## config.mk

```make
export PLATFORM = sky130hd
export DESIGN_NAME = udp_order_frame_builder
export DESIGN_NICKNAME = d
export VERILOG_FILES = /design/src/rtl/udp_order_frame_builder.sv
export SDC_FILE = /design/constraint.sdc
export NUM_CORES = 1
export LEC_CHECK = 0
export CAP_MARGIN = 10
export CORE_MARGIN = 2
export CORE_UTILIZATION = 30
export CTS_BUF_LIST = sky130_fd_sc_hd__clkbuf_16
export DETAILED_ROUTE_END_ITERATION = 6
export SLEW_MARGIN = 20
export SYNTH_ARGS = -nofsm -noshare
export SYNTH_HDL_FRONTEND = slang
export SYNTH_SLANG_ARGS = --single-unit
```

## constraint.sdc

```tcl
create_clock -name clk_udp -period 6.29 [get_ports clk_udp]
set_input_delay 0.9435 -clock clk_udp [delete_from_list [all_inputs] [get_ports clk_udp]]
set_output_delay 0.9435 -clock clk_udp [all_outputs]
set_load 0.05 [all_outputs]
```

## src/rtl/udp_order_frame_builder.sv

```systemverilog
// Buffers 32-bit order words and emits Ethernet/IPv4/UDP frames on an 8-bit AXI-Stream master.
// Optional macro FRAME_SEQ_EN: header bytes 40..41 carry the frame sequence number.
module udp_order_frame_builder #(
  parameter int          FIFO_DEPTH    = 32,
  parameter int          MAX_ORDERS    = 16,
  parameter int          FLUSH_TIMEOUT = 1000,
  parameter logic [31:0] DEST_IP       = 32'hC0A80132,
  parameter logic [15:0] SRC_PORT      = 16'd55555,
  parameter logic [23:0] OP_MARKET     = 24'h102030,
  parameter logic [23:0] OP_DUMP       = 24'hF0E0D0
) (
  input  logic                          clk_udp,
  input  logic                          rst_udp,
  input  logic [31:0]                   s_order_tdata,
  input  logic                          s_order_tvalid,
  output logic                          s_order_tready,
  input  logic                          dump_req,
  input  logic                          flush_req,
  output logic [7:0]                    m_axis_tdata,
  output logic                          m_axis_tvalid,
  output logic                          m_axis_tlast,
  input  logic                          m_axis_tready,
  output logic                          busy,
  output logic [$clog2(FIFO_DEPTH):0]   fifo_level,
  output logic [15:0]                   frames_sent
);

  localparam int PTR_W = $clog2(FIFO_DEPTH);
  localparam int LVL_W = PTR_W + 1;
  localparam int TMO_W = (FLUSH_TIMEOUT > 0) ? $clog2(FLUSH_TIMEOUT + 1) : 1;
  localparam logic [TMO_W-1:0] TMO_MAX = TMO_W'(FLUSH_TIMEOUT);
  localparam logic [LVL_W-1:0] LVL_FULL = LVL_W'(FIFO_DEPTH);
  localparam logic [LVL_W-1:0] LVL_MAXO = LVL_W'(MAX_ORDERS);

  localparam logic [2:0] S_IDLE    = 3'd0;
  localparam logic [2:0] S_HDR     = 3'd1;
  localparam logic [2:0] S_OPC     = 3'd2;
  localparam logic [2:0] S_PAYLOAD = 3'd3;
  localparam logic [2:0] S_PAD     = 3'd4;

  logic [31:0]      r_mem [FIFO_DEPTH];
  logic [PTR_W-1:0] r_wr_ptr;
  logic [PTR_W-1:0] r_rd_ptr;
  logic [LVL_W-1:0] r_level;
  logic             r_in_ready;
  logic [2:0]       r_state;
  logic [5:0]       r_idx;
  logic [LVL_W-1:0] r_ord_left;
  logic             r_is_dump;
  logic             r_pend_dump;
  logic [TMO_W-1:0] r_tmo;
  logic [15:0]      r_frames;

  logic             w_push;
  logic             w_pop;
  logic             w_hs;
  logic             w_last;
  logic             w_trig_mkt;
  logic [LVL_W-1:0] w_n;
  logic [LVL_W-1:0] w_level_next;
  logic [31:0]      w_ord;
  logic [23:0]      w_opc;
  logic [7:0]       w_hdr_byte;
  logic [7:0]       w_opc_byte;
  logic [7:0]       w_ord_byte;

  assign w_push = s_order_tvalid & r_in_ready;
  assign w_hs   = (r_state != S_IDLE) & m_axis_tready;
  assign w_last = (r_state == S_PAD) |
                  ((r_state == S_PAYLOAD) & (r_idx[1:0] == 2'd3) & (r_ord_left == LVL_W'(1)));
  assign w_pop  = w_hs & (r_state == S_PAYLOAD) & (r_idx[1:0] == 2'd3);

  assign w_trig_mkt = (r_level >= LVL_MAXO) |
                      ((FLUSH_TIMEOUT != 0) && (r_tmo == TMO_MAX) && (r_level != '0)) |
                      (flush_req & (r_level != '0));
  assign w_n = (r_level >= LVL_MAXO) ? LVL_MAXO : r_level;

  always_comb begin
    w_level_next = r_level;
    case ({w_push, w_pop})
      2'b10:   w_level_next = r_level + LVL_W'(1);
      2'b01:   w_level_next = r_level - LVL_W'(1);
      default: w_level_next = r_level;
    endcase
  end

  always_ff @(posedge clk_udp) begin
    if (w_push) r_mem[r_wr_ptr] <= s_order_tdata;
  end

  always_ff @(posedge clk_udp) begin
    if (rst_udp) begin
      r_wr_ptr   <= '0;
      r_rd_ptr   <= '0;
      r_level    <= '0;
      r_in_ready <= 1'b0;
    end else begin
      if (w_push) r_wr_ptr <= r_wr_ptr + PTR_W'(1);
      if (w_pop)  r_rd_ptr <= r_rd_ptr + PTR_W'(1);
      r_level    <= w_level_next;
      r_in_ready <= (w_level_next != LVL_FULL);
    end
  end

  // Idle-age counter: only runs while orders sit in the FIFO with the FSM idle.
  always_ff @(posedge clk_udp) begin
    if (rst_udp || r_state != S_IDLE || r_level == '0) begin
      r_tmo <= '0;
    end else if (r_tmo != TMO_MAX) begin
      r_tmo <= r_tmo + TMO_W'(1);
    end
  end

  // A new request arriving as a dump frame starts is kept, yielding another dump.
  always_ff @(posedge clk_udp) begin
    if (rst_udp) begin
      r_pend_dump <= 1'b0;
    end else if (dump_req) begin
      r_pend_dump <= 1'b1;
    end else if (r_state == S_IDLE && !w_trig_mkt && r_pend_dump) begin
      r_pend_dump <= 1'b0;
    end
  end

  always_ff @(posedge clk_udp) begin
    if (rst_udp) begin
      r_frames <= '0;
    end else if (w_hs && w_last) begin
      r_frames <= r_frames + 16'd1;
    end
  end

  always_ff @(posedge clk_udp) begin
    if (rst_udp) begin
      r_state    <= S_IDLE;
      r_idx      <= '0;
      r_ord_left <= '0;
      r_is_dump  <= 1'b0;
    end else begin
      case (r_state)
        S_IDLE: begin
          r_idx <= '0;
          if (w_trig_mkt) begin
            r_state    <= S_HDR;
            r_is_dump  <= 1'b0;
            r_ord_left <= w_n;
          end else if (r_pend_dump) begin
            r_state    <= S_HDR;
            r_is_dump  <= 1'b1;
            r_ord_left <= '0;
          end
        end
        S_HDR: if (w_hs) begin
          if (r_idx == 6'd41) begin
            r_state <= S_OPC;
            r_idx   <= '0;
          end else begin
            r_idx <= r_idx + 6'd1;
          end
        end
        S_OPC: if (w_hs) begin
          if (r_idx == 6'd2) begin
            r_state <= r_is_dump ? S_PAD : S_PAYLOAD;
            r_idx   <= '0;
          end else begin
            r_idx <= r_idx + 6'd1;
          end
        end
        S_PAYLOAD: if (w_hs) begin
          if (r_idx[1:0] == 2'd3) begin
            r_idx      <= '0;
            r_ord_left <= r_ord_left - LVL_W'(1);
            if (w_last) r_state <= S_IDLE;
          end else begin
            r_idx <= r_idx + 6'd1;
          end
        end
        S_PAD: if (w_hs) r_state <= S_IDLE;
        default: r_state <= S_IDLE;
      endcase
    end
  end

  always_comb begin
    w_hdr_byte = 8'hAA;
    case (r_idx)
      6'd12: w_hdr_byte = 8'h08;
      6'd13: w_hdr_byte = 8'h00;
      6'd23: w_hdr_byte = 8'h11;
      6'd30: w_hdr_byte = DEST_IP[31:24];
      6'd31: w_hdr_byte = DEST_IP[23:16];
      6'd32: w_hdr_byte = DEST_IP[15:8];
      6'd33: w_hdr_byte = DEST_IP[7:0];
      6'd34: w_hdr_byte = SRC_PORT[15:8];
      6'd35: w_hdr_byte = SRC_PORT[7:0];
`ifdef FRAME_SEQ_EN
      // Completed-frame count since reset doubles as the sequence number.
      6'd40: w_hdr_byte = r_frames[15:8];
      6'd41: w_hdr_byte = r_frames[7:0];
`endif
      default: w_hdr_byte = 8'hAA;
    endcase
  end

  assign w_opc = r_is_dump ? OP_DUMP : OP_MARKET;
  assign w_ord = r_mem[r_rd_ptr];

  always_comb begin
    w_opc_byte = w_opc[7:0];
    w_ord_byte = w_ord[7:0];
    case (r_idx[1:0])
      2'd0: begin w_opc_byte = w_opc[23:16]; w_ord_byte = w_ord[31:24]; end
      2'd1: begin w_opc_byte = w_opc[15:8];  w_ord_byte = w_ord[23:16]; end
      2'd2: begin w_opc_byte = w_opc[7:0];   w_ord_byte = w_ord[15:8];  end
      default: begin w_opc_byte = w_opc[7:0]; w_ord_byte = w_ord[7:0]; end
    endcase
  end

  always_comb begin
    m_axis_tdata = 8'h00;
    case (r_state)
      S_HDR:     m_axis_tdata = w_hdr_byte;
      S_OPC:     m_axis_tdata = w_opc_byte;
      S_PAYLOAD: m_axis_tdata = w_ord_byte;
      default:   m_axis_tdata = 8'h00;
    endcase
  end

  assign m_axis_tvalid  = (r_state != S_IDLE);
  assign m_axis_tlast   = w_last;
  assign busy           = (r_state != S_IDLE);
  assign s_order_tready = r_in_ready;
  assign fifo_level     = r_level;
  assign frames_sent    = r_frames;

endmodule

```

======== After elaboration in Yosys (flattened, before gate mapping) ========
Memory sizes are Yosys's and may differ from the RTL's. A register that Yosys moved wholly into a read port is not among the register bits.
Index checks and enable logic that the tools add are counted.
word-level totals
  latch bits .............................. 0
  bits in registers ....................... 60
  logic and storage cells ................. 123
  memories kept ........................... 1
  output and inout port bits .............. 34
  memory bits (read-only) ................. 0
  bits of input ports ..................... 38
  bits in writable memories ............... 1024
memories
  memory  depth  width  read ports  clocked after memory_dff  write ports  line  RTL
  r_mem   32     32     1           1                         1            41    logic [31:0] r_mem [FIFO_DEPTH];
operators by class
  add/sub/neg operators ................... 8
  equality and inequality tests ........... 33
  bitwise logic cells ..................... 10
  mux-type cells .......................... 39
  reduce and logical (&&, ||, !) cells .... 20
  div/mod/pow operators ................... 0
  magnitude comparators ................... 1
  $mul .................................... 0
  shifts and indexed selects .............. 0
operators by type and width
  kind                     count
  $pmux W8 S9              1
  $mux W6                  11
  $pmux W8 S3              2
  $mux W3                  11
  $eq A6 B6 Y1 const B     5
  $mux W24                 1
  $pmux W6 S2              2
  $pmux W6 S4              1
  $eq A6 B5 Y1 const B     3
  $add A16 B1 Y16 const B  1
  $pmux W8 S2              1
  $pmux W3 S5              1
  $ne A2 B2 Y1 const B     7
  $add A6 B1 Y6 const B    2
  $eq A6 B4 Y1 const B     2
  $sub A6 B1 Y6 const B    2
  $add A10 B1 Y10 const B  1
  $add A5 B1 Y5 const B    2
  $eq A10 B10 Y1 const B   1
  $mux W5                  2
  $ne A10 B10 Y1 const B   1
  $reduce_and A9 Y1        1
  $reduce_and A4 Y1        2
  $and A1 B1 Y1            7
  other kinds (24)         41

======== Logic depth before layout (Yosys ltp) ========
  depth after elaboration ................. 9
  gate-level depth with buffers ........... 11
  gate-level depth less buffers ........... 10

======== Least setup slack after synthesis ========
OpenSTA, ideal clock, no wires.
  path type ............................... input to register
  start point ............................. input s_order_tvalid
  end point ............................... memory r_mem[23][0] (enable)
  data required time ...................... 5.822 ns
  stages on the path ...................... 4
  setup time .............................. 0.468 ns
  arrival time ............................ 3.908 ns
  path buffers ............................ 1
  slack ................................... 1.914 ns
  cell sequence ........................... and2_1 clkbuf_1 nand3_1 nor3b_1
on the way
  word-level cells in the longest chain between the ends .. 3
ends and longest elaborated chain
  what                           line  RTL
  start, declared                15    input logic s_order_tvalid,
  $and A1 B1 Y1                  67    assign w_push = s_order_tvalid & r_in_ready;
  $mux W1                        88    if (w_push) r_mem[r_wr_ptr] <= s_order_tdata;
  $mux W1 (not written as such)  88
  end, declared                  41
Every way passes these cells.

==> metrics.log <==
INFO  metric routed_wl = 116,000 µm
INFO  metric yosys.area_share.adder = 0.495%
INFO  metric die-area = 146,000 µm²
INFO  metric nNetsFinal = 2,307
INFO  metric wl_per_cell = 27.3 µm
INFO  metric horizontal_die_dimension = 382 µm
INFO  metric vias_per_cell = 5.25
INFO  metric finalInstanceArea = 49,900 µm²
INFO  metric n_fill_cell = 12,931
INFO  metric ir_worst_vdd = 0.227 mV
INFO  metric htree_num_levels = 3
INFO  metric largest_net_degree_at_the_start_of_global_routing = 70
INFO  metric crit_path_max_incr_delay = 900 ps
INFO  metric hold_path_class = reg2reg
INFO  metric layoutNonFillerInstCount = 4,235
INFO  metric cts_hold_buffers_added = 0
INFO  metric critPathLaunchType = register
INFO  metric initial_utilization = 30.3%
INFO  metric cts_post_setup_buffers_inserted = 0
INFO  metric timing_worst_setup_path_type = reg2out
INFO  metric fmax = 170 MHz
INFO  metric final_common_cell = sky130_fd_sc_hd__edfxtp_1
INFO  metric area_delta_synth_final = 16.3%
INFO  metric hold_violations = 0
INFO  metric synth_edf_count = 1,024
INFO  metric crit_path_top_delay_cell = sky130_fd_sc_hd__dfxtp_4
INFO  metric report.final.setup_viol = 0
INFO  metric total_number_of_yosys_warnings = 0
INFO  metric cts.reportedPaths.clkPinSlew = 70 ps
INFO  metric globalplace.congestion = 0.788
INFO  metric multi_input_area = 10,400 µm²
INFO  metric groute.layer.met2.usage = 24.8%
INFO  metric timing.max_slew.rel_slack = 23.2%
INFO  metric initial_antenna_violation_count = 9
INFO  metric synth-compound-area-share = 3.29%
INFO  metric finalMaxSlewViolations = 0
INFO  metric route.antenna.remaining_nets = 0
INFO  metric final_layout_size_suffix_gt1_share = 24.9%
INFO  metric via_count = 22,222
INFO  metric critical_path.cell_chain = buf_4 > mux4_2 > mux4_2 > a22oi_1 > nand4_1 > clkdlybuf4s50_1
INFO  metric mappedNetlistNets = 2,161
INFO  metric outcome = complete, no violations
INFO  metric synth_sequential_area_ratio = 74.7%
INFO  metric fp.dieH = 382 µm
INFO  metric total_global_routing_overflow = 0
INFO  metric io_pins = 72
INFO  metric worst_pin_slew = 1150 ps
INFO  metric port-buffer-count = 71
INFO  metric worst_skew_pair.late_latency = 730 ps
INFO  metric first_global_vias = 22,277
INFO  metric drc_errors = 0
INFO  metric grt_setup_unrepaired = no
INFO  metric cp.required = 5350 ps
INFO  metric timing.critical_path.mode_cell = sky130_fd_sc_hd__mux4_2
INFO  metric layout_worst_path_cycle_share = 93.7%
INFO  metric finalWorstPathRequiredPeriod = 5890 ps
INFO  metric clock_buffers_created_by_tritoncts = 106
INFO  metric path_max_fanout = 41
INFO  metric cts_buffer_depth = 3
INFO  metric power_density = 307 nW/µm²
INFO  metric detailedRoute.firstIterationViolations = 2,998
INFO  metric synth-async-reset-ratio = 0%
INFO  metric netlist_instances = 2,106
INFO  metric seq_area = 32,100 µm²
INFO  metric clockRootBuffer = sky130_fd_sc_hd__clkbuf_16
INFO  metric yosys.area_share.xor_xnor = 0.775%
INFO  metric cp_data_arrival_time = 4950 ps
INFO  metric global_route.usage.total = 15.6%
INFO  metric drt_pre_antenna_iters = 7
INFO  metric max-cap-violations = 0
INFO  metric final.setup.tns = 0 ps
INFO  metric end_kind = output pin
INFO  metric post_synth_num_cell_types = 77
INFO  metric leakagePower = 14.9 nW
INFO  metric core_area = 142,000 µm²
INFO  metric layout_common_cells = sky130_fd_sc_hd__edfxtp_1 (1,024), sky130_fd_sc_hd__mux4_2 (261), sky130_fd_sc_hd__clkbuf_16 (106)
INFO  metric post_dp_cell_area = 46,300 µm²
INFO  metric grt_first_pass_wirelength = 164,000 µm
INFO  metric clock_sinks = 1,089
INFO  metric clock_tree_from_tritoncts = yes
INFO  metric synth_area_per_cell = 20.4 µm²
INFO  metric flops_latches_synth = 1,089
INFO  metric synthMuxAreaShare = 15.7%
INFO  metric hold_slack = 490 ps
INFO  metric synthFlopType = sky130_fd_sc_hd__edfxtp_1
INFO  metric placed_cells = 4,033
INFO  metric grt_util_met3 = 3.60%
INFO  metric area_of_the_mapped_netlist = 42,900 µm²
INFO  metric placementRows = 138
INFO  metric cts_resized = 0
INFO  metric synth_top_family_by_area = multiplexers
INFO  metric detailed_place_hpwl = 66,200 µm
INFO  metric synthSimpleGateAreaFrac = 3.32%
INFO  metric fin_skew = 76.5 ps
INFO  metric globalRouteMet1Util = 21.4%
INFO  metric global_route.peak_usage_layer = met2
[per-layer routing]
metal  part of all wire (%)  routed length, µm  up-vias
met5                  0.060                 69        -
met2                     48              54900     1073
met4                    2.3               2690        8
met3                    8.7              10000      186
met1                     41              47800    11898
li1                       -                  -     9057
[through the flow]
stage / worst slack, ps / total power [mW] / utilization (%)
after floorplan: 1910 / 8.61 / -
after global placement: 1150 / 8.93 / 32.7
after detailed placement: 1140 / 8.96 / 32.7
after CTS: 340 / 15.4 / 35.2
after global routing: 209 / 15.8 / 35.2
final: 398 / 15.3 / 35.2
[synth_stat cells (9+ instances only)]
cell,number,area share (%)
sky130_fd_sc_hd__buf_4,13,0.23
sky130_fd_sc_hd__o21ai_0,22,0.26
sky130_fd_sc_hd__a221oi_1,20,0.41
sky130_fd_sc_hd__nand2_1,44,0.38
sky130_fd_sc_hd__nor2b_1,21,0.31
sky130_fd_sc_hd__or3_1,11,0.16
sky130_fd_sc_hd__a21oi_1,38,0.44
sky130_fd_sc_hd__nor3_1,19,0.22
sky130_fd_sc_hd__mux4_2,261,14
sky130_fd_sc_hd__buf_2,36,0.42
sky130_fd_sc_hd__nor2_1,110,0.96
sky130_fd_sc_hd__a211oi_1,13,0.23
sky130_fd_sc_hd__dfxtp_1,65,3.0
sky130_fd_sc_hd__xor2_1,21,0.43
sky130_fd_sc_hd__edfxtp_1,1024,72
sky130_fd_sc_hd__a22oi_1,23,0.40
sky130_fd_sc_hd__o211ai_1,9,0.16
sky130_fd_sc_hd__mux2_2,20,0.52
sky130_fd_sc_hd__nand3_1,16,0.19
sky130_fd_sc_hd__inv_1,22,0.19
sky130_fd_sc_hd__buf_6,14,0.37
sky130_fd_sc_hd__mux2i_1,54,1.3
sky130_fd_sc_hd__clkbuf_1,43,0.38
sky130_fd_sc_hd__nand4_1,16,0.23
sky130_fd_sc_hd__ha_1,17,0.50
sky130_fd_sc_hd__xnor2_1,17,0.35
sky130_fd_sc_hd__a22o_1,12,0.24
[final timing paths]
kind                       from               to  slack, ps  cells after the start
setup / recovery       register  m_axis_tdata[1]        400                      6
hold / removal    r_ord_left[4]    r_ord_left[4]        490                      2
setup reg to reg       r_idx[1]   s_order_tready       2840                     10
hold reg to reg   r_ord_left[4]    r_ord_left[4]        490                      2
[final cells by class]
class	instances	area share (%)
Tap cell	1890	4.74
Antenna cell	2	0.0100
Inverter	23	0.173
Clock buffer	106	5.31
Timing Repair Buffer	154	2.88
Multi-Input combinational cell	878	20.8
Sequential cell	1089	64.2
Clock inverter	93	1.92
[registers in the layout, summed over array words and instances, names as in the netlist, named ones only]
register,flops
r_pend_dump,1
r_ord_left,6
r_rd_ptr,5
fifo_level,6
frames_sent,16
r_is_dump,1
r_state,3
r_wr_ptr,5
r_tmo,10
r_mem,1024
r_idx,6
s_order_tready,1
[cell families after synthesis]
group | after synthesis
DFF | 1089
muxes | 339
and+or+nand+nor | 288
AOI/OAI and AO/OA | 196
buffers and inverters | 139
xor gates and xnor gates | 38
adders and majority gates | 17
[worst max-delay path, delay by kind of cell, from the launching register on]
family          cells  cell delay (ps)
flops               1              900
compound gates      1              600
mux                 2             1030
simple gates        1              470
buf+inv             2             1130
[power breakdown]
| part | total [mW] | internal, mW | switching [mW] |
|---|---|---|---|
| registers | 8.02 | 7.97 | 0.0501 |
| clock network | 6.51 | 3.71 | 2.79 |
| logic | 0.802 | 0.236 | 0.566 |
Note: power is estimated with default switching activity, not from simulation.
